### config.mk
export PLATFORM = sky130hd
export DESIGN_NAME = countdown_display_driver_flat
export DESIGN_NICKNAME = d
export VERILOG_FILES = /design/src/rtl/countdown_display_driver_if.sv /design/src/rtl/countdown_display_driver.sv /design/src/flat_wrapper.sv
export SDC_FILE = /design/constraint.sdc
export NUM_CORES = 1
export LEC_CHECK = 0
export BUFFER_PORTS_ARGS = -buffer_cell sky130_fd_sc_hd__clkbuf_2
export CAP_MARGIN = 20
export CORE_MARGIN = 2
export CORE_UTILIZATION = 55
export DETAILED_ROUTE_END_ITERATION = 10
export GPL_TIMING_DRIVEN = 0
export PLACE_DENSITY = 0.77
export SYNTH_ARGS = -nofsm -noshare
export SYNTH_HDL_FRONTEND = slang
export SYNTH_SLANG_ARGS = --single-unit
### constraint.sdc
create_clock -name CLK -period 4.7 [get_ports CLK]
set_input_delay 0.94 -clock CLK [delete_from_list [all_inputs] [get_ports CLK]]
set_output_delay 0.94 -clock CLK [all_outputs]
set_load 0.05 [all_outputs]
### src/rtl/countdown_display_driver_if.sv
// Display driver bundle: countdown/light inputs and the multiplexed
// seven-segment outputs, with a producer (master) and driver (slave) view.
interface countdown_display_driver_if;
    logic [7:0] nOut1;
    logic [7:0] nOut2;
    logic       A_Light;
    logic       B_Light;
    logic [3:0] AN;
    logic [6:0] SEG;
    logic       DP;

    modport master (
        output nOut1,
        output nOut2,
        output A_Light,
        output B_Light,
        input  AN,
        input  SEG,
        input  DP
    );

    modport slave (
        input  nOut1,
        input  nOut2,
        input  A_Light,
        input  B_Light,
        output AN,
        output SEG,
        output DP
    );
endinterface

### src/rtl/countdown_display_driver.sv
// Four-digit multiplexed seven-segment driver for two BCD countdowns with
// per-frame input snapshot, ghost-guard slot, zero suppression and blink.
module countdown_display_driver #(
    parameter int SCAN_DIV     = 8,
    parameter int BLINK_FRAMES = 4,
    parameter int BLINK_THRESH = 5
) (
    input  logic                     CLK,
    input  logic                     R,
    countdown_display_driver_if.slave io
);
    localparam int CW = $clog2(SCAN_DIV);
    localparam int FW = $clog2(BLINK_FRAMES + 1);

    localparam logic [CW-1:0] CNT_LAST = CW'(SCAN_DIV - 1);
    localparam logic [FW-1:0] FRM_LAST = FW'(BLINK_FRAMES - 1);
    localparam logic [6:0]    THRESH   = 7'(BLINK_THRESH);

    localparam logic [6:0] SEG_DASH  = 7'h40;
    localparam logic [6:0] SEG_BLANK = 7'h00;

    logic [CW-1:0] cnt_q, cnt_d;
    logic [1:0]    dig_q, dig_d;
    logic [FW-1:0] frm_q, frm_d;
    logic          phase_q, phase_d;
    logic [7:0]    snap_a_q, snap_a_d;
    logic [7:0]    snap_b_q, snap_b_d;
    logic          lt_a_q, lt_a_d;
    logic          lt_b_q, lt_b_d;
    logic [3:0]    an_q, an_d;
    logic [6:0]    seg_q, seg_d;
    logic          dp_q, dp_d;

    logic          slot_end;
    logic          frame_end;
    logic [7:0]    side_v;
    logic          side_lt;
    logic [3:0]    tens;
    logic [3:0]    ones;
    logic [3:0]    nib;
    logic          valid;
    logic [6:0]    value;
    logic          blink_off;
    logic [6:0]    code;

    function automatic logic [6:0] bcd_seg(input logic [3:0] n);
        logic [6:0] s;
        case (n)
            4'd0:    s = 7'h3F;
            4'd1:    s = 7'h06;
            4'd2:    s = 7'h5B;
            4'd3:    s = 7'h4F;
            4'd4:    s = 7'h66;
            4'd5:    s = 7'h6D;
            4'd6:    s = 7'h7D;
            4'd7:    s = 7'h07;
            4'd8:    s = 7'h7F;
            4'd9:    s = 7'h6F;
            default: s = SEG_DASH;
        endcase
        return s;
    endfunction

    // Scan counters, frame/blink bookkeeping and snapshot capture
    always_comb begin
        slot_end  = (cnt_q == CNT_LAST);
        frame_end = slot_end && (dig_q == 2'd3);
        cnt_d     = slot_end ? '0 : cnt_q + 1'b1;
        dig_d     = slot_end ? dig_q + 2'd1 : dig_q;
        frm_d     = frm_q;
        phase_d   = phase_q;
        snap_a_d  = snap_a_q;
        snap_b_d  = snap_b_q;
        lt_a_d    = lt_a_q;
        lt_b_d    = lt_b_q;
        if (frame_end) begin
            snap_a_d = io.nOut1;
            snap_b_d = io.nOut2;
            lt_a_d   = io.A_Light;
            lt_b_d   = io.B_Light;
            if (frm_q == FRM_LAST) begin
                frm_d   = '0;
                phase_d = ~phase_q;
            end else begin
                frm_d = frm_q + 1'b1;
            end
        end
    end

    // Outputs are computed from the post-edge state so the first slot of a
    // frame already sees the freshly captured snapshot and blink phase.
    always_comb begin
        side_v    = dig_d[1] ? snap_b_d : snap_a_d;
        side_lt   = dig_d[1] ? lt_b_d : lt_a_d;
        tens      = side_v[7:4];
        ones      = side_v[3:0];
        nib       = dig_d[0] ? ones : tens;
        valid     = (tens <= 4'd9) && (ones <= 4'd9);
        value     = {3'b000, tens} * 7'd10 + {3'b000, ones};
        blink_off = side_lt && valid && phase_d &&
                    (value >= 7'd1) && (value <= THRESH);
        code      = SEG_BLANK;
        if (!valid) begin
            code = SEG_DASH;
        end else if (blink_off) begin
            code = SEG_BLANK;
        end else if (!dig_d[0] && (tens == 4'd0)) begin
            code = SEG_BLANK;
        end else begin
            code = bcd_seg(nib);
        end
        an_d  = 4'b0000;
        seg_d = SEG_BLANK;
        dp_d  = 1'b0;
        if (cnt_d != CNT_LAST) begin
            an_d  = 4'b0001 << dig_d;
            seg_d = code;
        end
    end

    always_ff @(posedge CLK or posedge R) begin
        if (R) begin
            cnt_q    <= '0;
            dig_q    <= '0;
            frm_q    <= '0;
            phase_q  <= 1'b0;
            snap_a_q <= '0;
            snap_b_q <= '0;
            lt_a_q   <= 1'b0;
            lt_b_q   <= 1'b0;
            an_q     <= '0;
            seg_q    <= '0;
            dp_q     <= 1'b0;
        end else begin
            cnt_q    <= cnt_d;
            dig_q    <= dig_d;
            frm_q    <= frm_d;
            phase_q  <= phase_d;
            snap_a_q <= snap_a_d;
            snap_b_q <= snap_b_d;
            lt_a_q   <= lt_a_d;
            lt_b_q   <= lt_b_d;
            an_q     <= an_d;
            seg_q    <= seg_d;
            dp_q     <= dp_d;
        end
    end

    assign io.AN  = an_q;
    assign io.SEG = seg_q;
    assign io.DP  = dp_q;
endmodule

### src/flat_wrapper.sv
// flat-port wrapper written by rule: the top's interface ports become plain ports
module countdown_display_driver_flat 
#(
    parameter int SCAN_DIV     = 8,
    parameter int BLINK_FRAMES = 4,
    parameter int BLINK_THRESH = 5
)
  (CLK, R, io_nOut1, io_nOut2, io_A_Light, io_B_Light, io_AN, io_SEG, io_DP);
  countdown_display_driver_if io_i ();
  input  logic CLK;
  input  logic R;
  input wire logic [$bits(io_i.nOut1)-1:0] io_nOut1;
  input wire logic [$bits(io_i.nOut2)-1:0] io_nOut2;
  input wire logic [$bits(io_i.A_Light)-1:0] io_A_Light;
  input wire logic [$bits(io_i.B_Light)-1:0] io_B_Light;
  output wire logic [$bits(io_i.AN)-1:0] io_AN;
  output wire logic [$bits(io_i.SEG)-1:0] io_SEG;
  output wire logic [$bits(io_i.DP)-1:0] io_DP;
  assign io_i.nOut1 = io_nOut1;
  assign io_i.nOut2 = io_nOut2;
  assign io_i.A_Light = io_A_Light;
  assign io_i.B_Light = io_B_Light;
  assign io_AN = io_i.AN;
  assign io_SEG = io_i.SEG;
  assign io_DP = io_i.DP;
  countdown_display_driver #(.SCAN_DIV(SCAN_DIV), .BLINK_FRAMES(BLINK_FRAMES), .BLINK_THRESH(BLINK_THRESH)) u_core (.CLK(CLK), .R(R), .io(io_i));
endmodule
; ---- Word-level counts from Yosys, hierarchy flattened
; Memory sizes are Yosys's and may differ from the RTL's.
; Cells that the tools add are included.
[totals]
reg_bits = 38
rom_bits = 112
out_inout_bits = 12
word_cells = 52
memories = 1
[memory_table]
columns = name, words, word_bits, read_ports, rd_ports_with_merged_regs, wr, line
row1 = (name not given), 16, 7, 1, 0, 0, countdown_display_driver.sv:48  ; case (n)
[op_classes]
addsub = 4
mul = 1
magnitude_cmp = 4
n_eq_ne = 4
shifts = 1
mux = 17
n_bitwise = 1
reduce_logical = 9
[ops]
columns = operator, n
row1 = two-way mux 7 bit, 4
row2 = two-way mux 8 bit, 3
row3 = "<= comparator 4 bit, second input constant", 2
row4 = two-way mux 4 bit, 2
row5 = adder 7 x 4 -> 7 bit, 1
row6 = "greater-or-equal comparator 7 x 1 -> 1 bit, second input constant", 1
row7 = "<= comparator 7 x 3 -> 1 bit, second input constant", 1
row8 = logical AND 1 bit, 7
row9 = "adder 3 x 1 -> 3 bit, second input constant", 2
row10 = "multiplier 4 x 3 -> 6 bit, second input constant", 1
row11 = two-way mux 3 bit, 2
row12 = two-way mux 1 bit, 5
row13 = zero test 4 bit, 1
row14 = "left shift 1 x 2 -> 4 bit, first input constant", 1
row15 = "equality test 3 x 2 -> 1 bit, second input constant", 1
row16 = "equality test 3 bit, second input constant", 1
row17 = "!= test 3 bit, second input constant", 1
row18 = "adder 2 x 1 -> 2 bit, second input constant", 1
row19 = "equality test 2 bit, second input constant", 1
row20 = two-way mux 2 bit, 1
row21 = zero test 1 bit, 1
row22 = NOT 1 bit, 1

; ---- Logic depth before layout (Yosys ltp)
; Gate-level depths: netlist (run 1).
[depth]
ltp_word = 13
depth_mapped = 18

; ---- Worst setup path after synthesis (run 1)
; No wires, ideal clock.
[synth_timing]
path_kind = register to register
from = register u_core.cnt_q[0]
to = register u_core.seg_q[6] (netlist: u_core.io.SEG[6])
arrival_time_ns = 3.724
t_required_ns = 4.566
setup_slack_ns = 0.842
path_stages_with_launch = 16
n_path_buf = 3
synth_period_minus_slack_ns = 3.858
cell_sequence = dfrtp_1 -> ha_1 -> ha_1 -> buf_6 -> nand2_4 -> buf_6 -> clkbuf_1 -> mux2_2 -> mux2_2 -> ha_1 -> inv_1 -> fa_1 -> nor3b_1 -> a2111o_1 -> o32ai_1 -> a21boi_1
[synth_between]
elab_chain_cells = 13
elab_cells_between_ends = 33
cone_classes = 2 x add/sub / 1 x mul / 4 x order compare / 2 x eq/ne / 14 x mux / 9 x reduce/logical / 1 x memory
[synth_rtl]
columns = element, line
row1 = "start, declared", countdown_display_driver.sv:22  ; logic [CW-1:0] cnt_q, cnt_d;
row2 = "start signal, assigned", countdown_display_driver.sv:135  ; cnt_q <= cnt_d;
row3 = equality test 3 bit *, countdown_display_driver.sv:66  ; slot_end = (cnt_q == CNT_LAST);
row4 = logical AND 1 bit *, countdown_display_driver.sv:67  ; frame_end = slot_end && (dig_q == 2'd3);
row5 = two-way mux 8 bit *, countdown_display_driver.sv:76  ; if (frame_end) begin
row6 = via u_core.snap_a_d[1], countdown_display_driver.sv:26  ; logic [7:0] snap_a_q, snap_a_d;
row7 = two-way mux 8 bit *, countdown_display_driver.sv:93  ; side_v = dig_d[1] ? snap_b_d : snap_a_d;
row8 = "parallel branches: the longest is 7 deep, another holds adder 7 x 4 -> 7 bit", -
row9 = two-way mux 7 bit *, countdown_display_driver.sv:103  ; if (!valid) begin
row10 = two-way mux 7 bit *, countdown_display_driver.sv:115  ; if (cnt_d != CNT_LAST) begin
row11 = via u_core.seg_d[6], countdown_display_driver.sv:31  ; logic [6:0] seg_q, seg_d;
row12 = "end signal, assigned", countdown_display_driver.sv:144  ; seg_q <= seg_d;
row13 = "end, declared", countdown_display_driver.sv:31
; Mark *: on every way through the listed nets, which the timed path passes.
; A chain may end at the register's enable or synchronous reset.

; ---- Final worst setup path (run 1)
[layout_timing]
from = register u_core.cnt_q[0]
to = register u_core.seg_q[6] (netlist: u_core.io.SEG[6])
[layout_between]
elab_chain_cells = 13
elab_cells_between_ends = 33
cone_classes = 2 x add/sub / 1 x mul / 4 x order compare / 2 x eq/ne / 14 x mux / 9 x reduce/logical / 1 x memory
[layout_rtl]
columns = element, line
row1 = equality test 3 bit *, countdown_display_driver.sv:66
row2 = logical AND 1 bit *, countdown_display_driver.sv:67
row3 = two-way mux 8 bit *, countdown_display_driver.sv:76
row4 = via u_core.snap_b_d[1], countdown_display_driver.sv:27  ; logic [7:0] snap_b_q, snap_b_d;
row5 = two-way mux 8 bit *, countdown_display_driver.sv:93
row6 = "parallel branches: the longest is 7 deep, another holds adder 7 x 4 -> 7 bit", -
row7 = two-way mux 7 bit *, countdown_display_driver.sv:103
row8 = two-way mux 7 bit *, countdown_display_driver.sv:115
row9 = via u_core.seg_d[6], countdown_display_driver.sv:31
; Marks and branches as above.

==> summary.txt, run 1 <==
Place
  • I/O Buffers: 30
  • Dpl ws: 0.380 ns
  • Post-DP HPWL: 3510 µm
  • Gpl congestion: 0.842

Clocking
  • Worst-Skew Late Latency: 0.29 ns
  • Clock buffer depth: 2
  • Clock Sinks: 38
  • Num CTS Buffers: 5
  • CTS tree: yes
  • Post-cts gate resize count: 0
  • Clock slew at reported path FFs: 0.08 ns
  • Clk root buf: clkbuf_8
  • H-Tree Depth: 2
  • # Post-CTS Setup Buffers: 0
  • Hold buffer count at cts: 0

Run status
  • Outcome: finished clean

Yosys
  • Mapped Nets: 235
  • EDFF count, synth: 0
  • #FFs+latches synth: 38
  • Adder and majority gate portion of the synthesized area: 0.106
  • Ys async rst share: 1.00
  • Largest family of logic cells by synthesized area: multiplexers
  • Synth Area in Simple Gates: 0.0913
  • Most numerous cell in the Yosys netlist: dfrtp_1
  • Post-Syn Area: 0.00242 mm²
  • Synth unique cells: 51
  • Synthesized area per cell: 12.4 µm²
  • Post-synthesis mux area share: 0.230
  • Synth Area in Compound Gates: 0.0913
  • Synth Instances: 195
  • Synthesis Warnings: 0
  • Largest cells by area after synthesis: dfrtp_1, ha_1, mux4_2, mux2i_1, mux2_2
  • Yosys top cell by area: dfrtp_1
  • Primary FF master, synth: dfrtp_1
  • Synth top area share: 0.392
  • Synth cell count leaders: dfrtp_1, ha_1, inv_1, mux2i_1, mux2_2
  • Synth Area in XOR/XNOR: 0.0279
  • Post-synthesis sequential area ratio: 0.392

Floorplan
  • Die extent in y: 70.4 µm
  • Die area: 0.00496 mm²
  • Starting density of the core: 0.565
  • Die Wd: 70.4 µm
  • Core area: 0.00429 mm²
  • Io pins: 32
  • Std cell rows: 24

Routing
  • Initial drt markers: 48
  • Via density: 5.79
  • Total vias in the final route: 1645
  • Post-route ant nets: 0
  • Routed wire length per instance: 16.0 µm
  • Detailed Route WL: 4550 µm
  • Drt pass-1 iters: 4
  • DRC: 0

Critical path
  • Largest stage delay on the critical path: 0.46 ns
  • CP Cell Sequence: ha_1 -> ha_1 -> buf_6 -> nand2_4 -> buf_6 -> clkbuf_1 -> mux2i_1 -> inv_1 -> mux2_2 -> ha_1 -> inv_1 -> fa_1 -> nor3b_1 -> a2111o_1 -> o32ai_1 -> a21boi_1
  • Crit-path most repeated cell: ha_1
  • Critical Path RT: 4.87 ns
  • CP arrival: 4.53 ns
  • WS Path Type: reg -> reg
  • Slowest-stage cell, CP: a2111o_1
  • Crit. End Element: flip-flop
  • Startpoint class of the critical path: flip-flop
  • Worst-path fanout max: 10

Final layout
  • Area Overhead vs Synth: 12.1%
  • Sequential Area: 951 µm²
  • # diodes: 0
  • Fin util: 0.633
  • Nets@finish: 272
  • Share of cells above drive strength 1: 0.358
  • Layout fillers: 360
  • Multi-input gate area: 0.00133 mm²

Flow run
  • Max-cap viol count: 0

STA
  • Post-layout min period: 4.36 ns
  • Worst slew pin tran: 0.765 ns
  • Final worst setup slack: 0.344 ns
  • Final Max Tran Viols: 0
  • Slew HR: 0.489
  • RSZ-0062 raised after global routing: no
  • Final hold vios: 0
  • Setup Skew: 0.00783 ns
  • Max frequency: 230 MHz
  • Finish-stage setup viols: 0
  • Setup TNS: 0 ns
  • Final period util: 0.927

Pwr
  • Peak supply drop: 183 µV
  • Leakage power: 1.34 nW
  • PD cells: 249 mW/mm²

Global routing
  • Overflow after GRT: 0
  • First-pass GRT wire length: 7760 µm
  • GRT Util Overall: 0.204
  • Initial antenna violation count: 0
  • Largest net degree at the start of global routing: 39
  • Via count of the first global-routing pass: 1661

Hold path
  • HP Class: reg -> reg
-- placed cells by master (no fill, tap or decap), types with 2 or more instances in the layout --
cell | Yosys | final
and3_2 | 4 | 4
nor2_1 | 5 | 5
xor2_1 | 2 | 2
xnor2_1 | 3 | 3
mux2_2 | 9 | 9
nor3_1 | 5 | 5
nand2_1 | 7 | 7
clkbuf_2 | 0 | 30
mux2_1 | 2 | 2
mux2i_1 | 11 | 11
mux2i_4 | 2 | 2
a21oi_1 | 6 | 6
o21ai_0 | 5 | 5
ha_1 | 19 | 19
clkinv_2 | 0 | 2
dfrtp_1 | 38 | 38
a21boi_0 | 3 | 3
nor2b_1 | 3 | 3
inv_1 | 18 | 17
mux2_4 | 3 | 3
a211oi_1 | 2 | 2
clkbuf_8 | 0 | 5
mux4_2 | 8 | 8
a2111oi_0 | 2 | 2
buf_6 | 4 | 4
buf_4 | 2 | 2
mux4_1 | 2 | 2
and3_1 | 2 | 2
or2_2 | 2 | 2
a21o_1 | 2 | 2
-- stage by stage --
stage,hold WS [ns],total power [W],cell area [µm²],cells
4_1_cts,0.466,0.000682,2720,284
3_3_place_gp,0.451,0.000466,2640,277
5_1_grt,0.482,0.000712,2720,284
6_report,0.460,0.000677,2720,284
2_1_floorplan,0.432,0.000439,2420,195
3_5_place_dp,0.461,0.000470,2640,277
-- worst max-delay path: cells and delay by family, from the launching register on --
family                     cells  cell delay, ns
and+or+nand+nor                2            0.30
buffers and inverters          5            0.95
adders and majority gates      4            1.08
AOI/OAI and AO/OA              3            0.90
muxes                          2            0.59
DFF                            1            0.40
-- logic make-up (layout without fill, tap and decap cells) --
kind of cell,count (synthesis),count (layout)
buf+inv,27,64
compound gates,29,29
other cells,1,1
simple gates,37,37
fa+ha+maj,20,20
xor+xnor,6,6
mux,37,37
flops,38,38
-- sequential cells by signal, indices dropped and copies added (netlist names) --
name,cells
u_core.dig_q,2
u_core.frm_q,3
u_core.lt_a_q,1
u_core.snap_a_q,8
u_core.cnt_q,3
u_core.snap_b_q,8
u_core.lt_b_q,1
u_core.phase_q,1
u_core.io.SEG,7
u_core.io.AN,4
-- final cells by class --
cell class,count,share of cell area
inverters,19,0.0281
flip-flops and latches,38,0.350
clock buffers,5,0.0253
repair buffers,30,0.0552
well taps,52,0.0239
multi-input cells,130,0.489
plain buffers,8,0.0253
clock inverters,2,0.00368
-- final timing paths --
kind,to,slack (ns),cells past startpoint,start
worst max-delay path,u_core.io.SEG[6],0.34,16,u_core.cnt_q[0]
worst min-delay path,u_core.cnt_q[0],0.46,1,u_core.cnt_q[0]
worst max register to register,u_core.io.SEG[6],0.34,16,u_core.cnt_q[0]
worst min register to register,u_core.cnt_q[0],0.46,1,u_core.cnt_q[0]
max in group asynchronous,u_core.snap_b_q[2],3.45,2,R
min in group asynchronous,u_core.io.SEG[6],0.76,2,R
-- layer usage --
layer | wire, µm | share of wire | track usage | vias up
met2 | 2180 | 0.48 | 0.332 | 40
met5 | 0 | 0 | 0 | -
met1 | 2050 | 0.45 | 0.258 | 815
met4 | 113 | 0.025 | 0.0791 | 0
li1 | - | - | - | 778
met3 | 208 | 0.046 | 0.0548 | 12
-- where the power goes --
group / internal (W) / leakage [nW] / switching, W
clock network: 0.0000995 / 0.0438 / 0.000114
registers: 0.000339 / 0.458 / 0.00000562
logic: 0.0000480 / 0.835 / 0.0000705
total: 0.000487 / 1.34 / 0.000190
(Power assumes the default switching activity.)
==> inputs of run 2 (changes only) <==
--- a/config.mk
+++ b/config.mk
@@ -7,11 +7,13 @@
 export LEC_CHECK = 0
 export BUFFER_PORTS_ARGS = -buffer_cell sky130_fd_sc_hd__clkbuf_2
 export CAP_MARGIN = 20
+export CELL_PAD_IN_SITES_DETAIL_PLACEMENT = 1
+export CELL_PAD_IN_SITES_GLOBAL_PLACEMENT = 2
 export CORE_MARGIN = 2
-export CORE_UTILIZATION = 55
+export CORE_UTILIZATION = 39
 export DETAILED_ROUTE_END_ITERATION = 10
 export GPL_TIMING_DRIVEN = 0
-export PLACE_DENSITY = 0.77
+export PLACE_DENSITY_LB_ADDON = 0.1
 export SYNTH_ARGS = -nofsm -noshare
 export SYNTH_HDL_FRONTEND = slang
 export SYNTH_SLANG_ARGS = --single-unit
==> summary.txt, run 2 (synthesis results as in run 1) <==
STA
  • Worst slew pin tran: 0.804 ns (+0.0390 ns)
  • Post-layout min period: 4.10 ns (-0.258 ns)
  • Final period util: 0.872 (-0.0548)
  • Finish-stage setup viols: 0 (unchanged)
  • RSZ-0062 raised after global routing: no
  • Final Max Tran Viols: 0 (unchanged)
  • Final hold vios: 0 (unchanged)
  • Setup TNS: 0 ns (unchanged)
  • Setup Skew: 0.00235 ns (-0.00548 ns)
  • Slew HR: 0.463 (-0.0260)
  • Hold slack: 0.464 ns (+0.00374 ns)
  • Max frequency: 244 MHz (+6.3%)

Clocking
  • Clock slew at reported path FFs: 0.08 ns (about the same)
  • Clk root buf: clkbuf_8
  • H-Tree Depth: 2 (unchanged)
  • Clock buffer depth: 2 (unchanged)
  • Worst-Skew Late Latency: 0.29 ns (about the same)
  • # Post-CTS Setup Buffers: 0 (unchanged)
  • Hold buffer count at cts: 0 (unchanged)
  • CTS tree: yes
  • Clock Sinks: 38 (unchanged)
  • Post-cts gate resize count: 0 (unchanged)
  • Num CTS Buffers: 5 (unchanged)

Pwr
  • Clk pwr share: 0.370 (+0.054)
  • Combinational cell fraction of total power: 0.165 (-0.010)
  • Leakage power: 1.35 nW (+0.97%)
  • Sequential share of power: 0.465 (-0.044)
  • Switching Share: 0.267 (-0.0138)
  • Sw Pwr: 0.000198 W (+4.3%)
  • PD cells: 268 mW/mm² (+7.5%)
  • Internal: 0.000544 W (+12%)
  • Peak supply drop: 145 µV (-21%)

Run status
  • Outcome: finished clean

Critical path
  • Largest stage delay on the critical path: 0.58 ns (+0.12 ns)
  • Critical Path RT: 4.86 ns (about the same)
  • CP arrival: 4.26 ns (-0.27 ns)
  • R2R Path Start: u_core.cnt_q[0]
  • Crit. End Element: flip-flop
  • R2R cell count: 15 (-1)
  • Slowest-stage cell, CP: mux2i_4
  • R2R setup slack: 0.60 ns (+0.26 ns)
  • CP Cell Sequence: ha_1 -> ha_1 -> mux2i_4 -> inv_6 -> buf_4 -> mux2_2 -> ha_1 -> inv_1 -> fa_1 -> nor2b_1 -> o21ai_0 -> xnor2_1 -> a2111o_1 -> o32ai_1 -> a21boi_1
  • Crit-path most repeated cell: ha_1
  • Startpoint class of the critical path: flip-flop
  • FF-to-FF End: u_core.io.SEG[6]
  • WS Path Type: reg -> reg
  • Worst-path fanout max: 10 (unchanged)

Final layout
  • Commonest non-fill, non-tap cell in the layout: dfrtp_1
  • Layout fillers: 668 (+86%)
  • Share of cells above drive strength 1: 0.362 (+0.00431)
  • Multi-input gate area: 0.00133 mm² (unchanged)
  • Sequential Area: 951 µm² (unchanged)
  • Commonest non-fill, non-tap cells in the layout: dfrtp_1, clkbuf_2, ha_1, inv_1, mux2i_1
  • Nets@finish: 271 (-0.37%)
  • Area Overhead vs Synth: 14.4%
  • # diodes: 0 (unchanged)

Floorplan
  • Starting density of the core: 0.407 (-0.158)
  • Die area: 0.00686 mm² (+38%)
  • Die extent in y: 82.9 µm (+18%)
  • Die Wd: 82.9 µm (+18%)
  • Std cell rows: 28 (+17%)
  • Core area: 0.00596 mm² (+39%)
  • Io pins: 32 (unchanged)

Global routing
  • Initial antenna violation count: 0 (unchanged)
  • Via count of the first global-routing pass: 1835 (+10%)
  • GRT Util Overall: 0.175 (-0.0289)
  • Overflow after GRT: 0 (unchanged)
  • First-pass GRT wire length: 9540 µm (+23%)
  • Largest net degree at the start of global routing: 39 (unchanged)

Place
  • Gpl congestion: 0.842 (about the same)
  • Post-DP HPWL: 4380 µm (+25%)
  • I/O Buffers: 30 (unchanged)

Flow run
  • Max-cap viol count: 0 (unchanged)

Hold path
  • HP Class: reg -> reg
  • WHS Endpoint: u_core.cnt_q[0]
  • Worst Hold Launch: u_core.cnt_q[0]
  • Hold Path Depth: 1 (unchanged)

Routing
  • Drt pass-1 iters: 5 (+1)
  • Detailed Route WL: 5630 µm (+24%)
  • Routed wire length per instance: 18.3 µm (+14%)
  • Total vias in the final route: 1670 (+1.5%)
  • Initial drt markers: 56 (+17%)
  • Post-route ant nets: 0 (unchanged)
  • DRC: 0 (unchanged)
  • Via density: 5.44 (-6.1%)
[run 2: changes by cell type in the layout (fill, tap and decap cells not counted), sizes merged]
cell,change
clkbuf,-1
bufinv,+1
[run 2: worst max-delay path, delay by kind of cell, from the launching register on]
family,cells,cell delay (ns)
fa+ha+maj,4,1.04
compound gates,4,1.00
mux,2,0.83
buf+inv,3,0.41
flops,1,0.38
simple gates,1,0.16
xor+xnor,1,0.14
[run 2: area by class of cell]
class / count / share of cell area
Multi-Input combinational cell: 130 / 0.479
Sequential cell: 38 / 0.343
Timing Repair Buffer: 30 / 0.0541
Tap cell: 75 / 0.0338
Inverter: 19 / 0.0275
Clock buffer: 5 / 0.0248
Buffer: 7 / 0.0235
Clock inverter: 3 / 0.0144
[run 2: through the flow]
step | utilization | area (µm²) | cells | power, W | setup slack, ns
final | 0.466 | 2770 | 307 | 0.000742 | 0.601
after global routing | 0.466 | 2770 | 307 | 0.000784 | 0.313
after CTS | 0.466 | 2780 | 308 | 0.000755 | 0.253
after detailed placement | 0.448 | 2670 | 300 | 0.000474 | 0.282
after global placement | 0.448 | 2670 | 300 | 0.000468 | 0.388
after floorplan | - | 2420 | 195 | 0.000439 | 0.842
[run 2: worst max-delay path by stage]
stage	startpoint	slack (ns)	to	cells after the start
after floorplan	u_core.cnt_q[0]	0.84	u_core.io.SEG[6]	15
after global placement	u_core.cnt_q[0]	0.39	u_core.io.SEG[6]	15
after detailed placement	u_core.cnt_q[0]	0.28	u_core.io.SEG[6]	15
after CTS	u_core.cnt_q[0]	0.25	u_core.io.SEG[6]	15
after global routing	u_core.cnt_q[0]	0.31	u_core.io.SEG[6]	15
final	u_core.cnt_q[0]	0.60	u_core.io.SEG[6]	15
[run 2: routing by layer]
layer	vias up	track usage	share of wire
li1	773	-	-
met1	847	0.232	0.47
met2	38	0.301	0.49
met3	12	0.0308	0.029
met4	0	0.0373	0.014
met5	-	0	0
[run 2: power groups by stage]
stage / clock, W / sequential (W) / combinational (W)
2_1_floorplan: 0 / 0.000367 / 0.0000724
3_3_place_gp: 0 / 0.000351 / 0.000117
6_report: 0.000274 / 0.000345 / 0.000123
5_1_grt: 0.000303 / 0.000347 / 0.000134
3_5_place_dp: 0 / 0.000352 / 0.000122
4_1_cts: 0.000286 / 0.000345 / 0.000123
==> inputs of run 3 (changes only) <==
==> constraint.sdc (replaced) <==
create_clock -name CLK -period 3.9 [get_ports CLK]
set_input_delay 0.78 -clock CLK [delete_from_list [all_inputs] [get_ports CLK]]
set_output_delay 0.78 -clock CLK [all_outputs]
set_load 0.05 [all_outputs]
==> summary.txt, run 3 (synthesis results as in run 1) <==
Global routing
  • Initial antenna violation count: 0 (unchanged)
  • First-pass GRT wire length: 9560 µm (+0.22%)
  • Overflow after GRT: 0 (unchanged)
  • Largest net degree at the start of global routing: 39 (unchanged)
  • GRT Util Overall: 0.177 (+0.00212)
  • Via count of the first global-routing pass: 1847 (+0.65%)

Run status
  • Outcome: finished clean

Pwr
  • Internal: 0.000659 W (+21%)
  • Tot Pwr: 0.000903 W (+22%)
  • Clk pwr share: 0.366 (-0.004)
  • Switching Share: 0.270 (+0.00329)
  • PD cells: 310 mW/mm² (+16%)
  • Leakage power: 1.37 nW (+1.3%)
  • Sw Pwr: 0.000244 W (+23%)
  • Sequential share of power: 0.461 (-0.004)
  • Combinational cell fraction of total power: 0.173 (+0.008)
  • Peak supply drop: 178 µV (+22%)

STA
  • Slew HR: 0.460 (-0.00288)
  • Worst slew pin tran: 0.809 ns (+0.00432 ns)
  • Max frequency: 263 MHz (+8.0%)
  • Final hold vios: 0 (unchanged)
  • Setup Skew: 0.00333 ns (+0.000978 ns)
  • Final worst setup slack: 0.105 ns (-0.496 ns)
  • Final Max Tran Viols: 0 (unchanged)
  • Post-layout min period: 3.80 ns (-0.304 ns)
  • Finish-stage setup viols: 0 (unchanged)
  • Final period util: 0.973 (+0.101)

Critical path
  • Largest stage delay on the critical path: 0.44 ns (-0.14 ns)
  • Crit. End Element: flip-flop
  • CP Cell Sequence: ha_4 -> ha_1 -> buf_6 -> and2_4 -> buf_6 -> mux2_4 -> mux2_4 -> ha_1 -> ha_1 -> o21ai_0 -> xnor2_1 -> a2111o_1 -> nor3_4 -> buf_6 -> a311oi_2
  • WS Path Type: reg -> reg
  • CP arrival: 3.94 ns (-0.32 ns)
  • Worst-path fanout max: 9 (-1)
  • Slowest-stage cell, CP: a2111o_1
  • Startpoint class of the critical path: flip-flop
  • Critical Path RT: 4.04 ns (-0.82 ns)

Final layout
  • # diodes: 0 (unchanged)
  • Commonest non-fill, non-tap cell in the layout: dfrtp_1
  • Share of cells above drive strength 1: 0.420 (+0.0581)
  • Post-route cell area: 0.00291 mm² (+5.0%)
  • Area Overhead vs Synth: 20.1%
  • Nets@finish: 277 (+2.2%)
  • Non-filler cells, final: 313 (+2.0%)
  • Fin util: 0.489 (+0.0231)
  • Commonest non-fill, non-tap cells in the layout: dfrtp_1, clkbuf_2, inv_1, ha_1, mux2i_1

Floorplan
  • Io pins: 32 (unchanged)
  • Core area: 0.00596 mm² (unchanged)
  • Die extent in y: 82.9 µm (unchanged)
  • Die Wd: 82.9 µm (unchanged)
  • Starting density of the core: 0.407 (unchanged)
  • Die area: 0.00686 mm² (unchanged)
  • Std cell rows: 28 (unchanged)

Place
  • I/O Buffers: 30 (unchanged)
  • Post-DP HPWL: 4380 µm (unchanged)
  • Dpl ws: -0.518 ns (-0.800 ns)
  • Placed Cells: 300 (unchanged)
  • Area after DPL: 0.00267 mm² (unchanged)
  • Gpl congestion: 0.842 (unchanged)

Routing
  • DRC: 0 (unchanged)
  • Drt pass-1 iters: 4 (-1)
  • Detailed Route WL: 5980 µm (+6.3%)
  • Post-route ant nets: 0 (unchanged)
  • Total vias in the final route: 1737 (+4.0%)
  • Initial drt markers: 40 (-29%)
  • Via density: 5.55 (+2.0%)
  • Routed wire length per instance: 19.1 µm (+4.2%)

Hold path
  • HP Class: reg -> reg

Clocking
  • Clk root buf: clkbuf_8
  • H-Tree Depth: 2 (unchanged)
  • Clock slew at reported path FFs: 0.08 ns (about the same)
  • Hold buffer count at cts: 0 (unchanged)
  • Clock buffer depth: 2 (unchanged)
  • Worst-Skew Late Latency: 0.29 ns (about the same)
  • CTS tree: yes
  • Clock Sinks: 38 (unchanged)
  • Num CTS Buffers: 5 (unchanged)

Flow run
  • Max-cap viol count: 0 (unchanged)
==> run 3: cell types whose count changed in the layout (fill, tap and decap cells not counted), sizes merged <==
| cell | change |
|---|---|
| buf | +6 |
==> run 3: power by group through the flow <==
stage	logic, W	registers, W	clock network, W
finish	0.000156	0.000416	0.000330
global route	0.000170	0.000418	0.000365
detailed placement	0.000147	0.000424	0
floorplan	0.0000873	0.000442	0
global placement	0.000141	0.000423	0
CTS	0.000150	0.000416	0.000345
==> run 3: timing repair <==
item                       in CTS  in global routing
gates resized for setup         3                 14
pin swaps                       1                  3
setup endpoints to repair       7                  7
buffers inserted                2                  4
==> run 3: layer usage <==
| layer | part of all wire | vias to the layer above | GRT usage |
|---|---|---|---|
| met5 | 0 | - | 0 |
| li1 | - | 786 | - |
| met1 | 0.44 | 905 | 0.228 |
| met4 | 0.011 | 0 | 0.0417 |
| met3 | 0.035 | 7 | 0.0398 |
| met2 | 0.51 | 39 | 0.303 |
==> run 3: final cells by class <==
cell class              count  area (µm²)
plain buffers               7        73.8
clock buffers               5        68.8
clock inverters             3        40.0
fillers                   666        3040
inverters                  19        76.3
multi-input cells         130        1410
flip-flops and latches     38         951
well taps                  75        93.8
repair buffers             36         199
==> run 3: path summary, 6_finish.rpt <==
path / start / to / slack (ns) / cells past startpoint
worst max-delay path: u_core.cnt_q[0] / u_core.io.SEG[2] / 0.10 / 15
worst min-delay path: u_core.cnt_q[0] / u_core.cnt_q[0] / 0.50 / 1
worst max register to register: u_core.cnt_q[0] / u_core.io.SEG[2] / 0.10 / 15
worst min register to register: u_core.cnt_q[0] / u_core.cnt_q[0] / 0.50 / 1
max in group asynchronous: R / u_core.phase_q / 2.76 / 2
min in group asynchronous: R / u_core.cnt_q[0] / 0.63 / 2
==> run 3: per-stage QoR <==
stage                     setup TNS (ns)  hold WS, ns
after floorplan                        0        0.432
after global placement             -2.76        0.445
after detailed placement           -3.52        0.458
after CTS                              0        0.469
after global routing             -0.0188        0.523
final                                  0        0.501
==> run 3: worst max-delay path: cells and delay by family, from the launching register on <==
family | cells | cell delay (ns)
compound gates | 3 | 0.62
xor+xnor | 1 | 0.14
fa+ha+maj | 4 | 1.05
buf+inv | 3 | 0.44
flops | 1 | 0.42
mux | 2 | 0.62
simple gates | 2 | 0.35
